[config.mk]
export PLATFORM = sky130hd
export DESIGN_NAME = serial_pattern_tx
export DESIGN_NICKNAME = d
export VERILOG_FILES = /design/src/rtl/serial_pattern_tx.sv
export SDC_FILE = /design/constraint.sdc
export NUM_CORES = 1
export LEC_CHECK = 0
export CAP_MARGIN = 0
export CORE_MARGIN = 2
export CORE_UTILIZATION = 53
export DETAILED_ROUTE_END_ITERATION = 8
export GPL_ROUTABILITY_DRIVEN = 0
export GPL_TIMING_DRIVEN = 0
export PLACE_DENSITY = 0.91
export SKIP_CTS_REPAIR_TIMING = 1
export SLEW_MARGIN = 25
export SYNTH_ARGS = -nofsm -noshare
export SYNTH_HDL_FRONTEND = slang
export SYNTH_SLANG_ARGS = --single-unit
[constraint.sdc]
create_clock -name clk -period 3.55 [get_ports clk]
set_input_delay 0.5325 -clock clk [delete_from_list [all_inputs] [get_ports clk]]
set_output_delay 0.5325 -clock clk [all_outputs]
set_load 0.03 [all_outputs]
[src/rtl/serial_pattern_tx.sv]
// Serial pattern transmitter: captures a parallel pattern and shifts it out MSB-first,
// one bit per DIV clocks, with back-to-back repeat and immediate abort.
//
// state | meaning
// IDLE  | waiting for start; outputs quiet
// SEND  | shifting the captured frame out on x
// DONE  | one-clock completion pulse on done
module serial_pattern_tx #(
  parameter int WIDTH = 48,
  parameter int CNT_W = 6,
  parameter int DIV   = 1
) (
  input  logic             clk,
  input  logic             reset,
  input  logic             start,
  input  logic [WIDTH-1:0] pattern,
  input  logic [CNT_W-1:0] len,
  input  logic             repeat_en,
  input  logic             abort,
  output logic             x,
  output logic             x_valid,
  output logic             busy,
  output logic             done,
  output logic [CNT_W-1:0] bit_index
);

  localparam int               DIV_W    = (DIV > 1) ? $clog2(DIV) : 1;
  localparam logic [DIV_W-1:0] DIV_LAST = DIV_W'(DIV - 1);
  localparam logic [CNT_W-1:0] WIDTH_C  = CNT_W'(WIDTH);

  typedef enum logic [1:0] {
    IDLE = 2'b00,
    SEND = 2'b01,
    DONE = 2'b10
  } state_t;

  state_t state, state_nxt;

  logic [WIDTH-1:0] cap, cap_nxt;
  logic [CNT_W-1:0] frame_len, frame_len_nxt;
  logic [CNT_W-1:0] idx, idx_nxt;
  logic [DIV_W-1:0] div_cnt, div_nxt;

  logic             x_nxt, x_valid_nxt, busy_nxt, done_nxt;
  logic [CNT_W-1:0] bit_index_nxt;

  logic [CNT_W-1:0] eff_len;
  logic             go, bit_end, frame_end;

  // A zero or oversize length means a full-width frame.
  assign eff_len   = (len == '0 || len > WIDTH_C) ? WIDTH_C : len;
  assign go        = (state == IDLE) && start && !abort;
  assign bit_end   = (div_cnt == '0);
  assign frame_end = (state == SEND) && bit_end && (idx == '0);

  always_ff @(posedge clk) begin
    if (!reset) begin
      state     <= IDLE;
      cap       <= '0;
      frame_len <= '0;
      idx       <= '0;
      div_cnt   <= '0;
      x         <= 1'b0;
      x_valid   <= 1'b0;
      busy      <= 1'b0;
      done      <= 1'b0;
      bit_index <= '0;
    end else begin
      state     <= state_nxt;
      cap       <= cap_nxt;
      frame_len <= frame_len_nxt;
      idx       <= idx_nxt;
      div_cnt   <= div_nxt;
      x         <= x_nxt;
      x_valid   <= x_valid_nxt;
      busy      <= busy_nxt;
      done      <= done_nxt;
      bit_index <= bit_index_nxt;
    end
  end

  always_comb begin
    state_nxt = state;
    case (state)
      IDLE: if (go) state_nxt = SEND;
      SEND: begin
        if (abort)                       state_nxt = IDLE;
        else if (frame_end && !repeat_en) state_nxt = DONE;
      end
      DONE:    state_nxt = IDLE;
      default: state_nxt = IDLE;
    endcase
  end

  // Datapath next values plus the registered-output decode of the next state.
  always_comb begin
    cap_nxt       = cap;
    frame_len_nxt = frame_len;
    idx_nxt       = idx;
    div_nxt       = div_cnt;
    if (go) begin
      cap_nxt       = pattern;
      frame_len_nxt = eff_len;
      idx_nxt       = eff_len - CNT_W'(1);
      div_nxt       = DIV_LAST;
    end else if (state == SEND && !abort) begin
      if (bit_end) begin
        div_nxt = DIV_LAST;
        if (idx == '0) idx_nxt = frame_len - CNT_W'(1);
        else           idx_nxt = idx - CNT_W'(1);
      end else begin
        div_nxt = div_cnt - DIV_W'(1);
      end
    end

    x_valid_nxt   = (state_nxt == SEND);
    busy_nxt      = (state_nxt == SEND);
    done_nxt      = (state_nxt == DONE);
    x_nxt         = x_valid_nxt ? cap_nxt[idx_nxt] : 1'b0;
    bit_index_nxt = x_valid_nxt ? idx_nxt : '0;
  end

endmodule
==> metrics.md, run 1 <==
| Metric | Value |
|---|---|
| Initial Util | between 50% and 60% |
| Delay-heaviest family, CP | compound AO/OA/AOI/OAI gates |
| Row Count | 31 |
| Crit path capture type | register |
| DRT Pass-1 Iters | 7 |
| Transition time of the tightest slew-check pin | 0.794 ns |
| Final Cycle Share | around 97% |
| First-pass GRT wire length | 18,900 µm |
| Final net count | 644 |
| Hold endpoint | cap[38] |
| Hold Path Cell Cnt | 2 |
| Netlist Area Pre-Place | 3960 µm² |
| Die width | 90.4 µm |
| Vias per std cell | 6.18 |
| Remaining DRCs | 0 |
| Largest cells by area after synthesis | dfxtp_1 36%, nand2_1 11%, a21oi_1 9.0% |
| Number of diodes | 0 |
| Fillers | 584 |
| Pwr dens | around 410 nW/µm² |
| IO Count | 69 |
| Fin. Hold Viols | 0 |
| Yosys top cell by area | dfxtp_1 |
| Post-route ant nets | 0 |
| Critical path required time | 3.85 ns |
| Largest net degree at the start of global routing | 12 |
| Critical Path AT | 3.75 ns |
| Asr flop ratio synth | 0% |
| Most frequent cell after synthesis | nand2_1 |
| Total grt overflow | 0 |
| Die ar. | 8170 µm² |
| CTS H-tree depth | 3 |
| RR Endpoint | x |
| Number of flops mapped to enable cells by yosys | 0 |
| DPL Wire Length | 8540 µm |
| Worst r2r path cells | 9 |
| CTS tree | built |
| Critical R2R Launch | idx[0] |
| Reg clk slew, reported paths | 0.07 ns |
| Worst Hold Class | register to register |
| Clock Tree Root | clkbuf_8 |
| Peak Freq | 290 MHz |
| Crit path kind | primary input to register |
| Core area | 7250 µm² |
| Critical-path cell list | clkdlybuf4s50_1, a21boi_4, inv_1, ha_2, clkbuf_4, a211oi_1, a2111oi_1, a211oi_2, o211ai_1, and4_4, a22o_1 |
| Seq cells post-synth | 71 |
| Avg Cell Area, Syn | about 7.9 µm² |
| Worst Path Buf+Inv | 3 |
| Largest stage delay, worst path | roughly 0.55 ns |
| CTS Buffer Depth | 2 |
| Dominant synthesized flop cell | dfxtp_1 |
| Most frequent cells after synthesis | 116 x nand2_1, 71 x a21oi_1, 71 x dfxtp_1 |
| Wire per inst | 17.7 µm |
| Final min period | 3.44 ns |
| Slew margin rel. | 47.0% |
| Largest fanout on the critical path | 10 |
| Final wirelength | about 12,000 µm |
| Global-route usage over all layers | 28.9% |
| DR vias | 4,251 |
| Setup TNS | 0 ns |
| Maxcap violations | 0 |
| Area delta synth->final | 26.7% |
| Initial detailed-routing violation count | 444 |
| Share of cells above drive strength 1 | between 10 and 15% |
| Critical hold path startpoint | cap[38] |
| FF-to-FF setup slack | roughly 0.42 ns |
| Synth warn | 0 |
| Clock sinks | 71 |
| Die Y | 90.4 µm |
| Worst setup SP type | primary input |
| Skew final | 0.00776 ns |
| Seq/Total Area, Yosys | a little over a third |
| Vias in the first global route | 3,930 |
| Clk Latency, worst-skew pair | 0.36 ns |
| Slowest-stage cell, CP | clkdlybuf4s50_1 |
| Initial antenna violation count | 0 |
| Worst Hold Slack | 0.460 ns |
| IO Port Bufs | 68 |
| Tot Pwr | 2.07 mW |
| Mapped Cells | 501 |
| CTS buffer count | 9 |
| Slew Limit Fails | 0 |
| Distinct cells, synth | 72 |
| Leakage | 1.89 nW |
| Status | finished, final reports clean |
| Syn nets | 561 |
| # setup viols final | 0 |
| Top cell type's share of synthesized area | a little over a third |
| VDD IR max | 0.198 mV |
==> cell usage in the layout, fill, tap and decap left out, types with 4 or more instances in the layout <==
master           synthesis  final
nand2_1                116    116
a21oi_1                 71     71
dfxtp_1                 71     71
clkdlybuf4s50_1          0     68
nor2_1                  36     36
clkbuf_1                21     22
mux2i_1                 13     13
inv_1                   12     12
clkbuf_8                 2     12
mux2_2                  11     11
a211oi_1                10     10
o21ai_0                  9      9
nand3_1                  8      8
o22ai_1                  8      8
buf_6                    6      6
a211o_1                  6      6
nor2b_1                  5      5
o221ai_1                 5      5
buf_4                    1      5
buf_2                    4      4
and2_1                   4      4
o211ai_1                 4      4
mux2_1                   4      4
==> routing by layer <==
layer	global-route usage, %	vias to the layer above	wire length [µm]
met5	0	-	0
met4	19.2	0	626
met3	5.34	66	1150
met2	44.3	270	5480
met1	37.2	1948	4930
li1	-	1967	-
==> where the power goes <==
group          total, mW  internal (mW)  switching (mW)
registers          0.867          0.836          0.0309
logic              0.547          0.244           0.303
clock network      0.656          0.341           0.315
==> kinds of logic after synthesis <==
logic type	share of synthesized area, %
simple gates	21.6
compound gates	26.8
flops	35.9
buf+inv	7.08
mux	7.56
xor+xnor	0.664
fa+ha+maj	0.316
==> through the flow <==
| stage | instances | utilization [%] | area, µm² | setup WS (ns) |
|---|---|---|---|---|
| after floorplan | 501 | - | 3960 | 0.434 |
| after global placement | 668 | 65.7 | 4760 | -1.25 |
| after detailed placement | 668 | 65.8 | 4770 | -1.24 |
| after CTS | 684 | 68.4 | 4960 | -0.935 |
| after global routing | 688 | 69.1 | 5010 | -0.0107 |
| final | 688 | 69.1 | 5010 | 0.106 |
==> worst max path at each step <==
stage | start | to | slack, ns | cells after the start
final | len[5] | x | 0.11 | 11
after global routing | len[5] | x | -0.01 | 13
after CTS | len[4] | x | -0.93 | 11
after detailed placement | len[0] | x | -1.24 | 11
after global placement | len[0] | x | -1.25 | 11
after floorplan | len[0] | x | 0.43 | 10
==> state kept, by name, indices dropped and copies added (netlist names) <==
register,flops
bit_index,6
state,2
x,1
frame_len,6
busy,1
idx,6
cap,48
done,1
==> worst register-to-register path: cells and delay by family, from the launching register on <==
family / cells / cell delay, ns
and+or+nand+nor: 2 / 0.46
DFF: 1 / 0.39
AOI/OAI and AO/OA: 6 / 1.78
buffers and inverters: 1 / 0.45
==> area by class of cell <==
class | count | area, µm² | share of cell area (%)
Multi-Input combinational cell | 381 | 2280 | 45.5
Sequential cell | 71 | 1420 | 28.4
Tap cell | 99 | 124 | 2.47
Timing Repair Buffer | 72 | 711 | 14.2
Buffer | 36 | 235 | 4.69
Inverter | 13 | 48.8 | 0.973
Clock inverter | 4 | 45.0 | 0.898
Clock buffer | 12 | 145 | 2.89
(Power assumes the default switching activity.)
==> run 2, diff against run 1 <==
--- a/config.mk
+++ b/config.mk
@@ -12,6 +12,7 @@
 export GPL_ROUTABILITY_DRIVEN = 0
 export GPL_TIMING_DRIVEN = 0
 export PLACE_DENSITY = 0.91
+export SETUP_SLACK_MARGIN = 0.05
 export SKIP_CTS_REPAIR_TIMING = 1
 export SLEW_MARGIN = 25
 export SYNTH_ARGS = -nofsm -noshare
==> run 2 against run 1 <==
Highest routed layer unchanged. Via count increased by 1.2%. Clock power barely moved. Die area unchanged. Maximum frequency up 2.9%. Largest power group unchanged. Combinational power up 1%. Core utilization up 0.24 points. Global-route usage unchanged. Non-clock buffer count increased by 1. Critical path depth grew 2. Sequential cell count unchanged.
==> metrics.md, run 2 (same netlist as run 1, synthesis figures left out) <==
| Metric | Value |
|---|---|
| Status | finished, final reports clean |
| Most frequent cells in the layout | 116 x nand2_1, 71 x a21oi_1, 71 x dfxtp_1, 68 x clkdlybuf4s50_1, 36 x nor2_1 |
| CTS Buffer Depth | 2 (unchanged) |
| Critical R2R Launch | idx[0] |
| Post-route ant nets | 0 (unchanged) |
| FF-to-FF setup slack | 0.41 ns (about the same) |
| Clock sinks | 71 (unchanged) |
| Area taken by flip-flops and latches | 1420 µm² (unchanged) |
| Hold endpoint | cap[6] |
| Fin. Hold Viols | 0 (unchanged) |
| Clk Latency, worst-skew pair | 0.36 ns (about the same) |
| Reg clk slew, reported paths | 0.08 ns (about the same) |
| Crit path capture type | register |
| Largest stage delay, worst path | 0.55 ns (about the same) |
| Transition time of the tightest slew-check pin | 0.799 ns (+0.00566 ns) |
| Final Instance Area | 5030 µm² (+0.35%) |
| Critical Path AT | 3.60 ns (-0.15 ns) |
| Slew margin rel. | 46.0% (-0.99 points) |
| Peak Freq | 299 MHz (+2.9%) |
| Comb pwr share | 26.6% (+0.2 points) |
| Critical-path cell list | clkdlybuf4s50_1, a21boi_4, inv_1, ha_4, o211a_1, buf_6, buf_6, buf_6, mux2i_1, nand2_1, a31oi_1, o211ai_1, a22o_1 |
| Total grt overflow | 0 (unchanged) |
| Internal power | 1.42 mW (+0.21%) |
| Final wirelength | 12,400 µm (+1.5%) |
| IO Count | 69 (unchanged) |
| Row Count | 31 (unchanged) |
| Leakage | 1.90 nW (+0.36%) |
| Cell mode on critical path | buf_6 |
| RR Endpoint | x |
| Fillers | 579 (-0.86%) |
| CTS tree | built |
| Final Cycle Share | 94.3% (-2.7 points) |
| Max reg flops | 48 (unchanged) |
| RSZ-0062 raised after global routing | false |
| Worst r2r path cells | 9 (unchanged) |
| Die width | 90.4 µm (unchanged) |
| Initial detailed-routing violation count | 457 (+2.9%) |
| Grt met1 use | 37.2% (unchanged) |
| Worst Hold Class | register to register |
| Initial antenna violation count | 0 (unchanged) |
| Critical hold path startpoint | cap[6] |
| Final min period | 3.35 ns (-0.0966 ns) |
| Die Y | 90.4 µm (unchanged) |
| Global-route usage over all layers | 28.9% (unchanged) |
| Part of the power in registers | 41.7% (-0.2 points) |
| Area of the multi-input gates | 2290 µm² (+0.44%) |
| CTS H-tree depth | 3 (unchanged) |
| IO Port Bufs | 68 (unchanged) |
| DPL Wire Length | 8540 µm (unchanged) |
| Wire per inst | 18.0 µm (+1.4%) |
| Worst setup SP type | primary input |
| Hold Path Cell Cnt | 2 (unchanged) |
| CTS buffer count | 9 (unchanged) |
| DR vias | 4,302 (+1.2%) |
| Most common cell after layout, fill and taps aside | nand2_1 |
| Slew Limit Fails | 0 (unchanged) |
| Psw | 0.655 mW (+1.0%) |
| Area after DPL | 4770 µm² (unchanged) |
| Largest fanout on the critical path | 10 (unchanged) |
| Sw frac | 31.5% (+0.18 points) |
| Setup TNS | 0 ns (unchanged) |
| Critical path required time | 3.81 ns (-0.04 ns) |
| Clock share of power | 31.7% (about the same) |
| Skew final | 0.00985 ns (+0.00209 ns) |
| Global routing usage on met3 | 5.34% (unchanged) |
| Tot Pwr | 2.08 mW (+0.47%) |
| Area delta synth->final | 27.1% |
| Pwr dens | 413 nW/µm² (+0.12%) |
| Initial Util | 54.6% (unchanged) |
| Vias in the first global route | 3,930 (unchanged) |
| Share of cells above drive strength 1 | 11.5% (+0.15 points) |
| Most Crowded Layer GR | met2 |
| First-pass GRT wire length | 18,900 µm (unchanged) |
| VDD IR max | 0.200 mV (+1.1%) |
| Vias per std cell | 6.24 (+1.1%) |
| Crit path kind | primary input to register |
| Maxcap violations | 0 (unchanged) |
| Slowest-stage cell, CP | clkdlybuf4s50_1 |
| # setup viols final | 0 (unchanged) |
| DRT Pass-1 Iters | 6 (-1) |
| Clock Tree Root | clkbuf_8 |
| Largest register by flop count | cap |
| Final net count | 645 (+0.16%) |
| Final core occ | 69.4% (+0.24 points) |
| Number of diodes | 0 (unchanged) |
| Met2 usage | 44.3% (unchanged) |
| Largest net degree at the start of global routing | 12 (unchanged) |
| Core area | 7250 µm² (unchanged) |
| Remaining DRCs | 0 (unchanged) |
| Die ar. | 8170 µm² (unchanged) |
==> run 2: cell types whose count changed in the layout (fill, tap and decap cells not counted) <==
cell,change
buf_4,+1
ha_2,-1
ha_4,+1
==> run 2: metal layers <==
layer  vias to the layer above  share of wire, %
met1                      1969                40
met4                         0               5.5
li1                       1958                 -
met2                       305                45
met3                        70               9.9
met5                         -                 0
==> run 2: worst max path at each step <==
stage                       from  to  depth (start not counted)  slack (ns)
final                     len[5]   x                         13        0.20
after global routing       abort   x                          9         0.1
after CTS                 len[4]   x                         11       -0.93
after detailed placement  len[0]   x                         11       -1.24
after global placement    len[0]   x                         11       -1.25
after floorplan           len[0]   x                         10        0.43
==> run 2: final cells by class <==
class | instances | share of cell area (%)
timing repair buffer | 73 | 14.3
sequential | 71 | 28.3
clock inverter | 4 | 0.895
buffer | 36 | 4.68
tap | 99 | 2.46
clock buffer | 12 | 2.88
multi-input combinational | 381 | 45.6
inverter | 13 | 0.970
==> run 2: per-stage QoR <==
stage	setup WS, ns	hold WS [ns]	std cells
floorplan	0.434	0.432	501
global placement	-1.25	0.442	668
detailed placement	-1.24	0.449	668
CTS	-0.935	0.460	684
global route	0.0960	0.479	689
finish	0.203	0.458	689
==> run 2: power groups by stage <==
| stage | clock network, mW | registers (mW) | logic, mW |
|---|---|---|---|
| 6_report | 0.659 | 0.867 | 0.553 |
| 5_1_grt | 0.686 | 0.870 | 0.587 |
| 4_1_cts | 0.647 | 0.865 | 0.522 |
| 3_5_place_dp | 0 | 0.883 | 0.518 |
| 3_3_place_gp | 0 | 0.881 | 0.506 |
| 2_1_floorplan | 0 | 0.883 | 0.330 |
==> run 2: critical path: cells and delay by family <==
kind / cells / cell delay [ns]
AO/OA/AOI/OAI: 5 / 1.06
adder cells (fa/ha/maj): 1 / 0.38
multiplexers: 1 / 0.24
buffers and inverters: 5 / 1.29
AND/OR/NAND/NOR: 1 / 0.08
